--- config.mk ---
export PLATFORM = sky130hd
export DESIGN_NAME = crs_arbiter_n
export DESIGN_NICKNAME = d
export VERILOG_FILES = /design/src/rtl/crs_arbiter_n.sv
export SDC_FILE = /design/constraint.sdc
export NUM_CORES = 1
export LEC_CHECK = 0
export CAP_MARGIN = 10
export CORE_AREA = 2 2 142 144
export CTS_CLUSTER_SIZE = 40
export DETAILED_ROUTE_END_ITERATION = 10
export DIE_AREA = 0 0 144 146
export PLACE_DENSITY = 0.69
export SETUP_SLACK_MARGIN = 0.4
export SLEW_MARGIN = 20
export SYNTH_ARGS = -nofsm -noshare
export SYNTH_HDL_FRONTEND = slang
export SYNTH_SLANG_ARGS = --single-unit
--- constraint.sdc ---
create_clock -name clk -period 4.8 [get_ports clk]
set_clock_uncertainty 0.15 [all_clocks]
set_input_delay 0.48 -clock clk [delete_from_list [all_inputs] [get_ports clk]]
set_output_delay 0.48 -clock clk [all_outputs]
set_load 0.01 [all_outputs]
--- src/rtl/crs_arbiter_n.sv ---
// rtl/crs_arbiter_n.sv - N-port round-robin command/response/status arbiter for the register bus
// Optional feature macro: CRS_ARB_TIMEOUT_EN (forced release of a port that never drops its request).
module crs_arbiter_n #(
    parameter int N_PORTS     = 4,
    parameter int ADR_W       = 12,
    parameter int DATA_W      = 16,
    parameter int RD_WAIT     = 1,
    parameter int MAX_BURST   = 0,
    parameter int ACK_TIMEOUT = 255
) (
    input  logic                               clk,
    input  logic                               rst,
    output logic [ADR_W-1:0]                   y_adr,
    output logic [DATA_W-1:0]                  y_wr_data,
    input  logic [DATA_W-1:0]                  y_rd_data,
    output logic                               y_wr,
    input  logic                               po_en,
    input  logic                               po_wr,
    input  logic [ADR_W-1:0]                   po_adr,
    input  logic [DATA_W-1:0]                  po_wr_data,
    output logic [DATA_W-1:0]                  po_rd_data,
    input  logic [N_PORTS-1:0]                 p_wr_req,
    input  logic [N_PORTS-1:0]                 p_bwr_req,
    input  logic [N_PORTS-1:0]                 p_rd_req,
    output logic [N_PORTS-1:0]                 p_ack,
    input  logic [N_PORTS*ADR_W-1:0]           p_adr,
    input  logic [N_PORTS*DATA_W-1:0]          p_wr_data,
    output logic [DATA_W-1:0]                  p_rd_data,
    output logic [N_PORTS-1:0]                 p_buf_rd,
    input  logic [N_PORTS-1:0]                 p_buf_empty,
    input  logic [N_PORTS*(ADR_W+DATA_W)-1:0]  p_buf_wr_data,
    output logic [$clog2(N_PORTS)-1:0]         grant,
    output logic                               err_timeout
);
    localparam int PW = $clog2(N_PORTS);
    localparam int FW = ADR_W + DATA_W;

    localparam logic [2:0] S_IDLE      = 3'd0;
    localparam logic [2:0] S_RD_WAIT   = 3'd1;
    localparam logic [2:0] S_BWR_CHK   = 3'd2;
    localparam logic [2:0] S_BWR_WAIT  = 3'd3;
    localparam logic [2:0] S_BWR_WRITE = 3'd4;
    localparam logic [2:0] S_ACK       = 3'd5;

    logic [2:0]         fsm;
    logic [PW-1:0]      rr_ptr;
    logic [PW-1:0]      grant_r;
    logic [ADR_W-1:0]   adr_r;
    logic [DATA_W-1:0]  wr_data_r;
    logic [DATA_W-1:0]  rd_data_r;
    logic               wr_r;
    logic [3:0]         wait_cnt;
    logic [15:0]        word_cnt;

    logic [N_PORTS-1:0] req_any;
    logic [N_PORTS-1:0] req_v;
    logic [N_PORTS-1:0] grant_oh;
    logic               sel_found;
    logic [PW-1:0]      sel_idx;
    logic [PW-1:0]      idx;
    logic               grant_req;
    logic               burst_done;
    logic               fire_timeout;
    logic [FW-1:0]      buf_word;
    logic [PW-1:0]      next_ptr;

    assign req_any    = p_wr_req | p_bwr_req | p_rd_req;
    assign grant_oh   = {{(N_PORTS-1){1'b0}}, 1'b1} << grant_r;
    assign grant_req  = req_any[grant_r];
    assign buf_word   = p_buf_wr_data[grant_r*FW +: FW];
    assign burst_done = p_buf_empty[grant_r] ||
                        ((MAX_BURST != 0) && (word_cnt == 16'(MAX_BURST)));
    assign next_ptr   = (grant_r == PW'(N_PORTS-1)) ? '0 : grant_r + 1'b1;

    // Round-robin search upward from rr_ptr with wrap; lowest offset wins.
    always_comb begin
        sel_found = 1'b0;
        sel_idx   = '0;
        idx       = rr_ptr;
        for (int i = 0; i < N_PORTS; i++) begin
            if (!sel_found && req_v[idx]) begin
                sel_found = 1'b1;
                sel_idx   = idx;
            end
            idx = (idx == PW'(N_PORTS-1)) ? '0 : idx + 1'b1;
        end
    end

`ifdef CRS_ARB_TIMEOUT_EN
    logic [15:0]        to_cnt;
    logic [N_PORTS-1:0] stale;
    logic               err_r;

    // A port released by timeout stays masked until its request drops.
    assign req_v        = req_any & ~stale;
    assign fire_timeout = !po_en && (fsm == S_ACK) && grant_req &&
                          (to_cnt == 16'(ACK_TIMEOUT-1));
    assign err_timeout  = err_r;

    always_ff @(posedge clk) begin
        if (rst) begin
            to_cnt <= '0;
            stale  <= '0;
            err_r  <= 1'b0;
        end else begin
            err_r <= fire_timeout;
            if (!po_en) begin
                stale  <= (stale & req_any) | (fire_timeout ? grant_oh : '0);
                to_cnt <= ((fsm == S_ACK) && !fire_timeout) ? to_cnt + 16'd1 : '0;
            end
        end
    end
`else
    logic unused_ack_timeout;

    assign unused_ack_timeout = ^32'(ACK_TIMEOUT);
    assign req_v        = req_any;
    assign fire_timeout = 1'b0;
    assign err_timeout  = 1'b0;
`endif

    always_ff @(posedge clk) begin
        if (rst) begin
            fsm       <= S_IDLE;
            rr_ptr    <= '0;
            grant_r   <= '0;
            adr_r     <= '0;
            wr_data_r <= '0;
            rd_data_r <= '0;
            wr_r      <= 1'b0;
            wait_cnt  <= '0;
            word_cnt  <= '0;
        end else if (!po_en) begin
            wr_r <= 1'b0;
            case (fsm)
                S_IDLE: begin
                    if (sel_found) begin
                        grant_r <= sel_idx;
                        adr_r   <= p_adr[sel_idx*ADR_W +: ADR_W];
                        if (p_wr_req[sel_idx]) begin
                            wr_data_r <= p_wr_data[sel_idx*DATA_W +: DATA_W];
                            wr_r      <= 1'b1;
                            fsm       <= S_ACK;
                        end else if (p_bwr_req[sel_idx]) begin
                            word_cnt <= '0;
                            fsm      <= S_BWR_CHK;
                        end else begin
                            wait_cnt <= '0;
                            fsm      <= S_RD_WAIT;
                        end
                    end
                end
                S_RD_WAIT: begin
                    if (wait_cnt == 4'(RD_WAIT-1)) begin
                        rd_data_r <= y_rd_data;
                        fsm       <= S_ACK;
                    end else begin
                        wait_cnt <= wait_cnt + 4'd1;
                    end
                end
                S_BWR_CHK:   fsm <= burst_done ? S_ACK : S_BWR_WAIT;
                S_BWR_WAIT:  fsm <= S_BWR_WRITE;
                S_BWR_WRITE: begin
                    adr_r     <= buf_word[DATA_W +: ADR_W];
                    wr_data_r <= buf_word[DATA_W-1:0];
                    wr_r      <= 1'b1;
                    word_cnt  <= word_cnt + 16'd1;
                    fsm       <= S_BWR_CHK;
                end
                S_ACK: begin
                    if (!grant_req || fire_timeout) begin
                        fsm    <= S_IDLE;
                        rr_ptr <= next_ptr;
                    end
                end
                default: fsm <= S_IDLE;
            endcase
        end
    end

    // Override owns the bus while po_en is high; a held internal write appears once it drops.
    assign y_adr      = po_en ? po_adr     : adr_r;
    assign y_wr_data  = po_en ? po_wr_data : wr_data_r;
    assign y_wr       = po_en ? po_wr      : wr_r;
    assign po_rd_data = y_rd_data;
    assign p_rd_data  = rd_data_r;
    assign grant      = grant_r;
    assign p_ack      = (fsm == S_ACK) ? grant_oh : '0;
    assign p_buf_rd   = ((fsm == S_BWR_CHK) && !burst_done && !po_en) ? grant_oh : '0;

endmodule

[Word level (Yosys, flattened, before mapping)]
Index checks and enable logic that the tools add are counted.
Storage, ports and cells
  bits in registers: 56
Operators by class
  reductions and logical operators: 21
  equal/unequal tests: 16
  multipliers: 2
  $lt $le $gt $ge: 6
  muxes and demuxes: 53
  shifts and indexed selects: 4
  add/subtract/negate cells: 5
  bitwise gates (word level): 4
Operator list (count)
  $shiftx 112x8->28: 1
  $shiftx 64x7->16: 1
  $mux 16: 3
  $shiftx 48x7->12: 1
  $pmux 16 s2: 1
  $mux 12: 2
  $mux 4: 6
  $pmux 12 s2: 1
  $lt 2x3->1 const B: 6
  $mux 2: 9
  $pmux 3 s6: 1
  $bmux 1 s2: 8
  $mux 1: 15
  $mux 3: 5
  $ne 2x2->1 const B: 7
  $reduce_and 3->1: 4
  $add 2x1->2 const B: 4
  $eq 2x2->1 const B: 4
  $or 4x4->4: 2
  $pmux 4 s2: 1
  $reduce_and 4->1: 2
  $eq 3x2->1 const B: 2
  $eq 3x3->1 const B: 2
  $reduce_and 6->1: 1
  12 further kinds: 22

[Depth between registers and ports, before layout]
  word-level depth: 20
  mapped depth: 12
  depth with buffers taken out: 9

[Worst setup path before layout]
Ideal clock, no wire load.
  kind: reg-to-reg
  from: register rr_ptr[1]
  to: register wr_data_r[10]
  arrival: 2667 ps
  library setup time: 148 ps
  stages on the path, launching flop included: 11
  clock period less this slack: 2965 ps
  path slack: 1835 ps
  cells stage by stage: dfxtp_1 -> ha_1 -> buf_2 -> or3b_2 -> a211oi_1 -> o41ai_2 -> nand2_1 -> mux2_4 -> a21oi_4 -> buf_6 -> a2111oi_2
On the way
  longest elaborated chain between the ends: 16
  elaborated cells between the ends (all ways): 40
Ends and longest elaborated chain
  start: declaration: RTL line 46  | logic [PW-1:0] rr_ptr;
  start signal: assignment: RTL line 173  | rr_ptr <= next_ptr;
  parallel branches: the longest is 16 deep, another holds $add 2x1->2
  end signal: assignment: RTL line 141  | wr_data_r <= p_wr_data[sel_idx*DATA_W +: DATA_W];
  end signal: assignment: RTL line 165  | wr_data_r <= buf_word[DATA_W-1:0];
  end: declaration: RTL line 49  | logic [DATA_W-1:0] wr_data_r;
Several ways; the timed one is not identified. The select of a mux whose other input is x is not followed.
A chain may end at the register's enable or synchronous reset.

[Worst setup path in the final report]
  from: register rr_ptr[0]
  to: register wr_data_r[10]
Same word-level chain as after synthesis.

==> metrics.csv <==
stage,metric,value,unit
clock_tree,clock root cell,clkbuf_16,
final_layout,area growth from synthesis to layout,73.0,%
setup_path,Crit-path slowest cell,dfxtp_1,
synth,synthesized area per cell,9.60,um2
run,maxcap violations,0,
synth,"Cell Area, Synth",0.00522,mm2
die,die width,144,um
placement,Placed Instance Area,0.00887,mm2
synth,"Net Count, Synth",838,
drt,via count,5558,
clock_tree,Clock Latency Late Sink,0.30,ns
clock_tree,clk sinks,56,
global_routing,first-pass GRT wire length,31.1,mm
placement,RD Place Congestion,0.869,
timing,Peak Freq,268,MHz
drt,vias per inst,4.94,
die,total core area,0.0193,mm2
setup_path,worst stage delay on the critical path,0.57,ns
final_layout,post-route cell area,0.00902,mm2
final_layout,NumNets Final,1153,
setup_path,CP cell instances,ha_1 -> or3b_2 -> a211oi_1 -> o41ai_2 -> nand2_2 -> buf_4 -> mux2i_2 -> buf_4 -> nor3_1 -> a2111oi_2,
synth,Synth cell types,56,
drt,First-pass DRT Iterations,4,
final_layout,share of layout cells above drive strength 1,0.154,
setup_path,crit end category,flip-flop,
setup_path,Crit Reg-Reg Endpoint,wr_data_r[10],
global_routing,met3 usage,0.0329,
setup_path,critical path arrival,3.78,ns
synth,Synth Register Bits,56,
setup_path,Crit path top cell by count,buf_4,
setup_path,Worst setup SP type,flip-flop,
synth,most common cell in the netlist,mux2i_1,
global_routing,Overflow after GRT,0,
timing,Slew headroom,0.353,
global_routing,largest net degree at the start of global routing,34,
setup_path,R2R depth,10,
final_layout,Layout fillers,1854,
global_routing,gr usage total,0.191,
synth,share of the synthesized area in the top cell type,0.215,
synth,sequential-to-total area share from yosys stat,0.215,
global_routing,met1 usage,0.239,
clock_tree,clock slew at reported path FFs,0.08,ns
global_routing,GRT met2 Usage,0.339,
timing,measured slew at the worst slew-check pin,0.965,ns
power_and_ir_drop,Worst VDD drop,0.128,mV
power_and_ir_drop,leakage,3.52,nW
timing,Final TNS setup,0,ns
drt,First DRT Iteration DRCs,144,
power_and_ir_drop,Pwr Density,177,mW/mm2
synth,ys flop type,dfxtp_1,
clock_tree,Post-CTS Hold Buffers,0,
synth,number of enable flip-flop cells after synthesis,0,
timing,Final setup viols,0,
die,Starting Density,0.270,
drt,Detail Route Antenna Nets,0,
placement,Post-DP HPWL,16.7,mm
setup_path,buffers plus inverters on the worst setup path,2,
synth,Post-Syn Instances,543,
global_routing,vias in the first global route,5677,
timing,Tcrit/Tclk final,0.776,
setup_path,R2R Path Start,rr_ptr[0],
clock_tree,CTS tree,yes,
min_path,HP Class,reg -> reg,
die,io pins,360,
min_path,HP Start,p_rd_data[13],
synth,largest area contributor in the netlist,dfxtp_1,
clock_tree,CTS Buf Count,5,
die,Chip Height,146,um
drt,routed wire length per instance,18.6,um
placement,number of port buffers,358,
synth,share of flip-flops with an asynchronous set or reset,0,
drt,WL final,20.9,mm
setup_path,Crit path required time,4.85,ns
global_routing,initial antenna violation count,0,
clock_tree,# Post-CTS Setup Buffers,0,
timing,final hold vios,0,
synth,most instantiated cells after synthesis,"mux2i_1, nand2_1, dfxtp_1",
setup_path,r2r setup slk,1.07,ns
synth,Synth Warn #,0,
synth,Synth area leaders,"dfxtp_1, mux4_2, mux2i_1",
timing,Final Slew Violations,0,
clock_tree,CTS Buffer Depth,2,
drt,DR DRC count,0,
die,die area,0.0210,mm2
outcome,status,"complete, no violations",
min_path,Min-Delay Endpoint,p_rd_data[13],
clock_tree,H-tree lvl count,2,
min_path,worst hold stages,2,
final_layout,n_diodes,0,
timing,crit path time final,3.73,ns
clock_tree,post-CTS sizing,0,
setup_path,crit path kind,reg -> reg,
setup_path,crit-path leading delay family,compound AO/OA/AOI/OAI gates,
setup_path,crit path max fanout,31,
timing,RSZ-0062 raised after global routing,false,
die,FP Rows,51,
global_routing,grt peak-use layer,met2,
setup_path,Worst path depth,10,
-- worst reg2reg max path: stages (launching register included) --
cell and delay [ns]:
dfxtp_1 0.57, ha_1 0.41, or3b_2 0.50, a211oi_1 0.36
o41ai_2 0.15, nand2_2 0.10, buf_4 0.44, mux2i_2 0.30
buf_4 0.24, nor3_1 0.08, a2111oi_2 0.35
-- area by class of cell --
type                    count  area (um2)  share of cell area
multi-input cells         418        3730               0.413
clock buffers               6         139              0.0154
well taps                 265         332              0.0368
flip-flops and latches     56        1120               0.125
repair buffers            369        3660               0.405
inverters                   8        30.0             0.00333
clock inverters             2        15.0             0.00166
-- through the flow --
stage	hold slack [ns]	total power, mW	instances	setup slack (ns)	utilization
floorplan	0.284	0.849	543	1.84	-
global placement	0.292	1.22	1116	0.862	0.459
detailed placement	0.296	1.23	1116	0.883	0.459
CTS	0.305	1.63	1124	1.08	0.467
global route	0.325	1.69	1124	0.789	0.467
finish	0.304	1.60	1124	1.07	0.467
-- cells by family (layout without fill, tap and decap cells) --
family | after synthesis | after routing | synth area share
AND/OR/NAND/NOR | 162 | 162 | 0.148
AO/OA/AOI/OAI | 105 | 105 | 0.161
flip-flops | 56 | 56 | 0.215
adder cells (fa/ha/maj) | 7 | 7 | 0.0168
buffers and inverters | 69 | 385 | 0.0749
other | 1 | 1 | 0.000719
multiplexers | 143 | 143 | 0.384
-- layer usage --
layer	share of wire	vias to the layer above
li1	-	2696
met1	0.42	2606
met2	0.50	225
met3	0.057	31
met4	0.019	0
met5	0	-
-- sequential cells by signal, summed over array words and instances, names as in the netlist --
name / flops
wr_data_r: 16
wait_cnt: 4
adr_r: 12
rr_ptr: 2
grant: 2
p_rd_data: 16
fsm: 3
wr_r: 1
-- worst max path at each step --
stage                     start             to  slack, ns
global route          rr_ptr[0]   wr_data_r[4]       0.79
CTS                   rr_ptr[0]  wr_data_r[10]       1.08
finish                rr_ptr[0]  wr_data_r[10]       1.07
floorplan             rr_ptr[1]  wr_data_r[10]       1.84
global placement    p_wr_req[0]    wait_cnt[3]       0.86
detailed placement  p_wr_req[2]    wait_cnt[0]       0.88
-- placed cells by master (no fill, tap or decap), drive strengths merged, types with 2 or more instances in the layout --
cell	n
mux2	32
nor2	36
or3b	2
a21oi	43
a211o	3
a22oi	2
dfxtp	56
o41ai	2
a2111oi	17
buf	13
nand3	3
clkbuf	6
a21o	2
nor4	4
nor2b	2
mux2i	69
a211oi	14
o21ai	8
o311ai	2
nor3	32
clkdlybuf4s50	356
ha	7
or3	8
nand2	60
mux4	42
clkinvlp	2
inv	8
a31oi	3
a22o	2
and2	9
-- report_power, final --
part / switching (mW) / internal, mW
combinational: 0.263 / 0.418
clock: 0.180 / 0.208
sequential: 0.0307 / 0.499
total: 0.474 / 1.13
No activity file was read; power rests on OpenSTA's default activity.
